### src/rtl/mux_8_1_rr.sv
// ============================================================================
// mux_8_1_rr: round-robin 8:1 collector, tagged registered output (rev 1.0)
// Optional even-parity output p: define MUX_8_1_PARITY_EN
// ============================================================================
`default_nettype none

module mux_8_1_rr #(
  parameter int W = 1
) (
  input  logic         clk,
  input  logic         rst_n,
  input  logic [W-1:0] i0,
  input  logic [W-1:0] i1,
  input  logic [W-1:0] i2,
  input  logic [W-1:0] i3,
  input  logic [W-1:0] i4,
  input  logic [W-1:0] i5,
  input  logic [W-1:0] i6,
  input  logic [W-1:0] i7,
  input  logic [7:0]   v,
  output logic [7:0]   rdy,
  output logic [W-1:0] y,
  output logic [2:0]   s,
  output logic         y_valid,
`ifdef MUX_8_1_PARITY_EN
  output logic         p,
`endif
  input  logic         y_ready
);

  logic [W-1:0] lane_w [8];
  logic [15:0]  vv_w;
  logic [7:0]   rot_w;
  logic [2:0]   off_w;
  logic [2:0]   win_w;
  logic         any_w;
  logic         ld_ok_w;
  logic         load_w;

  logic [2:0]   ptr_q,   ptr_d;
  logic [W-1:0] y_q,     y_d;
  logic [2:0]   s_q,     s_d;
  logic         valid_q, valid_d;
  logic         p_q,     p_d;

  assign lane_w[0] = i0;
  assign lane_w[1] = i1;
  assign lane_w[2] = i2;
  assign lane_w[3] = i3;
  assign lane_w[4] = i4;
  assign lane_w[5] = i5;
  assign lane_w[6] = i6;
  assign lane_w[7] = i7;

  // Rotate requests so bit 0 is the current priority lane; lowest set bit wins.
  assign vv_w  = {v, v} >> ptr_q;
  assign rot_w = vv_w[7:0];

  always_comb begin
    off_w = 3'd0;
    for (int j = 7; j >= 0; j--) begin
      if (rot_w[j]) off_w = 3'(j);
    end
  end

  assign win_w   = ptr_q + off_w;
  assign any_w   = |v;
  assign ld_ok_w = !valid_q || y_ready;
  assign load_w  = ld_ok_w && any_w;

  // Held low in reset so no lane believes it was consumed on a reset edge.
  assign rdy = (rst_n && load_w) ? (8'd1 << win_w) : 8'd0;

  always_comb begin
    ptr_d   = ptr_q;
    y_d     = y_q;
    s_d     = s_q;
    valid_d = valid_q;
    p_d     = p_q;
    if (ld_ok_w) begin
      if (any_w) begin
        y_d     = lane_w[win_w];
        s_d     = win_w;
        valid_d = 1'b1;
        ptr_d   = win_w + 3'd1;
        p_d     = ^{win_w, lane_w[win_w]};
      end else begin
        valid_d = 1'b0;
      end
    end
  end

  always_ff @(posedge clk) begin
    if (!rst_n) begin
      ptr_q   <= 3'd0;
      y_q     <= '0;
      s_q     <= 3'd0;
      valid_q <= 1'b0;
      p_q     <= 1'b0;
    end else begin
      ptr_q   <= ptr_d;
      y_q     <= y_d;
      s_q     <= s_d;
      valid_q <= valid_d;
      p_q     <= p_d;
    end
  end

  assign y       = y_q;
  assign s       = s_q;
  assign y_valid = valid_q;
`ifdef MUX_8_1_PARITY_EN
  assign p       = p_q;
`endif

endmodule

`default_nettype wire

### config.mk
export PLATFORM = sky130hd
export DESIGN_NAME = mux_8_1_rr
export DESIGN_NICKNAME = d
export VERILOG_FILES = /design/src/rtl/mux_8_1_rr.sv
export SDC_FILE = /design/constraint.sdc
export NUM_CORES = 1
export LEC_CHECK = 0
export CAP_MARGIN = 20
export CORE_AREA = 4 4 58 60
export DETAILED_ROUTE_END_ITERATION = 7
export DIE_AREA = 0 0 62 64
export PLACE_DENSITY_LB_ADDON = 0.3
export RECOVER_POWER = 25
export SYNTH_ARGS = -nofsm -noshare
export SYNTH_HDL_FRONTEND = slang
export SYNTH_SLANG_ARGS = --single-unit
### constraint.sdc
create_clock -name clk -period 7.1 [get_ports clk]
set_clock_uncertainty 0.05 [all_clocks]
set_input_delay 2.13 -clock clk [delete_from_list [all_inputs] [get_ports clk]]
set_output_delay 2.13 -clock clk [all_outputs]
set_load 0.1 [all_outputs]
Word-level counts from Yosys, hierarchy flattened
Cells that the tools add are included.

Add/sub/neg operators: 2. Multipliers: 0. Divide/modulo/power cells: 0. Magnitude comparators: 1. Equal/unequal tests: 0. Shifts and indexed selects: 2. Muxes and demuxes: 13. Bitwise operators: 1. Reduce and logical (&&, ||, !) cells: 6.

Operators by type and width (number): $mux 3 (8); $shr 16x3->8 (1); $mux 8 (1); $reduce_or 8->1 (1); $shl 1x3->8 const A (1); $ge 4x4->1 const B (1); $not 3->4 (1); $add 3x1->3 const B (1); $add 3x3->3 (1); $bmux 1 s3 (1); $mux 1 (3); $logic_and 1x1->1 (2); $reduce_and 2->1 (1); $logic_not 1->1 (1); $logic_or 1x1->1 (1).

Register bits after elaboration: 8. Latch bits: 0. RAM bits: 0. ROM bits: 0. Output and inout port bits: 13. Memories: 0.

Logic depth before layout (Yosys ltp)
Gate-level depths: netlist of run 1.

Word-level depth: 14. Gate-level depth with buffers: 16.

Worst setup path before layout of run 1
No wires, ideal clock.

Path type: input to output. From: input v[2]. To: output rdy[2]. Data arrival time: 7.673 ns. Required time: 4.920 ns. Slack: -2.753 ns. Cell stages on the path: 13. Path through: clkbuf_1 > mux4_1 > nand2b_1 > a31oi_1 > o221ai_1 > o32a_1 > a311oi_1 > ha_1 > inv_1 > fa_1 > xor2_1 > xnor2_4 > nor4_1.

Cells in the longest elaborated chain, start to end: 12. Elaborated cells on any way between the ends: 15.

Ends and longest elaborated chain: start: declaration (RTL line 20) `input logic [7:0] v,`; $shr 16x3->8 (RTL line 56) `assign vv_w = {v, v} >> ptr_q;`; $mux 3 (8 in series) (RTL line 62) `if (rot_w[j]) off_w = 3'(j);`; $add 3x3->3 (RTL line 66) `assign win_w = ptr_q + off_w;`; $shl 1x3->8 (RTL line 72) `assign rdy = (rst_n && load_w) ? (8'd1 << win_w) : 8'd0;`; $mux 8 (*) (RTL line 72); end: declaration (RTL line 21) `output logic [7:0] rdy,`.

Mark *: on every way between the ends. The rest lies on a longest branch, timed or not.

Worst setup path after layout of run 1
From: input v[3]. To: output rdy[7].

The elaborated chain is that of the path after synthesis.

==> results of run 1 <==
[worst paths after layout]
kind                                to  slack (ns)
worst max-delay path            rdy[7]       -0.28
worst min-delay path              s[0]        0.44
worst max register to register       y        2.98
worst min register to register    s[0]        0.44
[logic make-up after synthesis]
| group | count (synthesis) |
|---|---|
| mux | 14 |
| buf+inv | 20 |
| simple gates | 76 |
| fa+ha+maj | 3 |
| compound gates | 19 |
| xor+xnor | 4 |
| flops | 8 |
[state kept, by name (all words and copies together), names as in the netlist]
signal,flops
ptr_q,3
s,3
y,1
y_valid,1
[synthesized netlist by cell type]
library cell	n	area, µm²
buf_2	5	25.0
nor3b_1	9	67.6
a21oi_1	3	15.0
o211a_1	1	10.0
or4_4	1	11.3
nand2b_1	4	25.0
or4_1	1	7.51
buf_6	1	11.3
a311oi_1	1	8.76
mux4_1	1	26.3
o21bai_1	1	7.51
o21a_1	1	7.51
o21ai_0	3	15.0
nor2_1	4	15.0
o221ai_1	1	8.76
xnor2_1	2	17.5
clkbuf_1	10	37.5
and2_1	1	6.26
o2111a_1	1	11.3
ha_1	2	25.0
a31oi_1	1	6.26
and3_1	2	12.5
o32a_1	1	10.0
o21ba_2	1	10.0
a21boi_0	3	22.5
nor2b_1	2	12.5
nor3_1	21	105
dfxtp_1	8	160
xor2_1	1	8.76
xnor2_4	1	27.5
inv_1	4	15.0
fa_1	1	20.0
mux2i_1	4	40.0
nor3b_2	1	12.5
o211a_4	1	17.5
nor4_1	10	62.6
and3b_1	2	17.5
mux2_2	2	22.5
nand2_1	14	52.6
nor3_2	4	40.0
mux4_2	7	158
[worst min-delay path, stage by stage (launching register included)]
cell and delay [ns]:
dfxtp_1 0.32, nand2_1 0.05, a21boi_0 0.07
[metrics by stage]
step | worst slack [ns] | util [%] | hold slack (ns) | cells
after floorplan | -0.592 | - | 0.739 | 144
after global placement | -0.573 | 62.4 | 0.409 | 218
after detailed placement | -0.650 | 62.4 | 0.430 | 218
after CTS | -0.385 | 63.6 | 0.440 | 225
after global routing | -0.463 | 64.1 | 0.488 | 225
final | -0.280 | 64.1 | 0.439 | 225
[metal layers]
layer  global-route usage (%)  part of all wire (%)
met4                     3.98                   1.1
met5                        0                     0
met2                     33.0                    55
met1                     26.5                    40
met3                    0.808                   3.7
[final cells by class]
type	instances	area (µm²)	area share, %
Timing Repair Buffer	61	601	32.0
Tap cell	33	41.3	2.20
Sequential cell	8	160	8.54
Inverter	4	15.0	0.801
Clock buffer	3	22.5	1.20
Multi-Input combinational cell	116	1040	55.2
[repair_timing]
action	in CTS	in global routing
gates cloned	0	0
setup endpoints to repair	8	8
pin swaps	9	7
hold endpoints to repair	0	0
gates resized for setup	38	2
buffers inserted	4	0
==> flow_summary_export.csv, run 1 <==
group,metric,value,unit
flow_run,drv_cap,0,
floorplan,rows,20,
floorplan,dieArea,0.00397,mm²
worst_setup_path,crit_top_cell,"ha_2",
worst_setup_path,cpPeakStageDelay,0.45,ns
synth,yosysSeqAreaShare,13.4,%
placed_design,place_congestion,0.859,
synth,synth-simple-area-share,37.6,%
synth,synth_top_family_by_area,"simple AND/OR/NAND/NOR gates",
drt,postRouteAntennaNets,0,
floorplan,io-pin-count,32,
sta,worst_slack,-0.280,ns
worst_setup_path,crit_chain,"buf_6 -> mux4_2 -> nand2b_4 -> a31oi_1 -> o221ai_1 -> o32a_1 -> a311oi_2 -> ha_2 -> inv_2 -> fa_2 -> xor2_4 -> xnor2_4 -> ha_2 -> and3_4 -> buf_12",
hold_path,hp-class,"reg -> reg",
sta,clock.fmax,0.135,GHz
synth,synth_area_per_cell,8.28,µm²
sta,setup_viol,8,
cells_and_area,nNetsFinal,216,
sta,rsz0062_at_grt,"yes",
cells_and_area,fin_area,0.00188,mm²
drt,vias_per_cell,5.93,
worst_setup_path,critical_path.top_delay_family,"adder cells",
floorplan,coreArea,0.00293,mm²
drt,vias,1334,
clock_network,cts-root-buf,"clkbuf_4",
grt,grt_first_pass_wirelength,6070,µm
cells_and_area,layout_commonest_cell,"buf_4",
synth,synthMuxAreaShare,20.7,%
outcome,status,"finished with violations",
worst_setup_path,cp_max_fo,6,
drt,post_drt_wl_per_cell,16.3,µm
synth,synth_seq_cells,8,
hold_path,min_path_cells,2,
clock_network,cts_made_buffers,3,
synth,synth_compound_area_share,12.6,%
worst_setup_path,cp.buffers_inverters,3,
cells_and_area,n_antenna_cell,0,
worst_setup_path,arrival,5.20,ns
synth,syn_inst,144,
drt,drc,0,
synth,synth_cell_type_count,41,
drt,first_pass_iters,6,
worst_setup_path,critPathLaunchType,"primary input",
worst_setup_path,endpoint_kind,"output pin",
synth,synth_adder_area_share,3.78,%
placed_design,place_area,0.00183,mm²
sta,slew_viol_final,0,
clock_network,clk_pin_slew,0.05,ns
worst_setup_path,reg2reg_from,"ptr_q[0]",
clock_network,clock_sinks,8,
cells_and_area,fillers,249,
synth,synth_nets,166,
placed_design,hpwlAfterDp,2880,µm
grt,grt_max_degree,27,
floorplan,die_x,62,µm
synth,synth_xor_area_share,4.51,%
grt,antenna_found_initial,0,
worst_setup_path,reg2regPathDepth,14,
sta,fin_setup_tns,-1.86,ns
clock_network,cts_tree,"built",
outcome,violations,"negative setup slack",
grt,grt_pass1_vias,1351,
worst_setup_path,path_depth,15,
sta,timing.slew.headroom,34.5,%
worst_setup_path,crit_type,"in -> out",
cells_and_area,final_cell_mix,"buf_4, nor3_1, nand2_1, clkdlybuf4s50_1, nor4_1",
clock_network,htreeDepth,1,
worst_setup_path,required,4.92,ns
clock_network,hold_buffers,0,
sta,hold_violations,0,
floorplan,start_util,40.7,%
worst_setup_path,cp-startpoint,"v[3]",
placed_design,io_buffers,31,
cells_and_area,drive_above_1_share,43.8,%
hold_path,min-delay-start,"s[0]",
clock_network,clock_path_buffers,2,
synth,ys_warn_count,0,
drt,drtIter0Drc,105,
floorplan,die_y,64,µm
sta,worst_pin_slew,0.980,ns
grt,grt_overflow,0,
drt,finalWirelength,3660,µm
sta,min_period,7.38,ns
sta,finalCritPeriodShare,104,%
grt,grt_usage,19.4,%
cells_and_area,syn_to_final_growth,57.3,%
synth,syn_area,0.00119,mm²
clock_network,clk_latency,0.24,ns
worst_setup_path,cpMaxStageDelayCell,"mux4_2",
Power of run 1 is not shown: default switching activity piles up to over one toggle a cycle in this logic, so the estimate is an artifact.
==> run 2: changes to the inputs <==
--- a/config.mk
+++ b/config.mk
@@ -9,6 +9,7 @@
 export CORE_AREA = 4 4 58 60
 export DETAILED_ROUTE_END_ITERATION = 7
 export DIE_AREA = 0 0 62 64
+export HOLD_SLACK_MARGIN = 0.02
 export PLACE_DENSITY_LB_ADDON = 0.3
 export RECOVER_POWER = 25
 export SYNTH_ARGS = -nofsm -noshare
==> results of run 2 <==
Final layout, timing and power as in run 1 (identical DEF).
Power of run 2 is left out for the same reason.
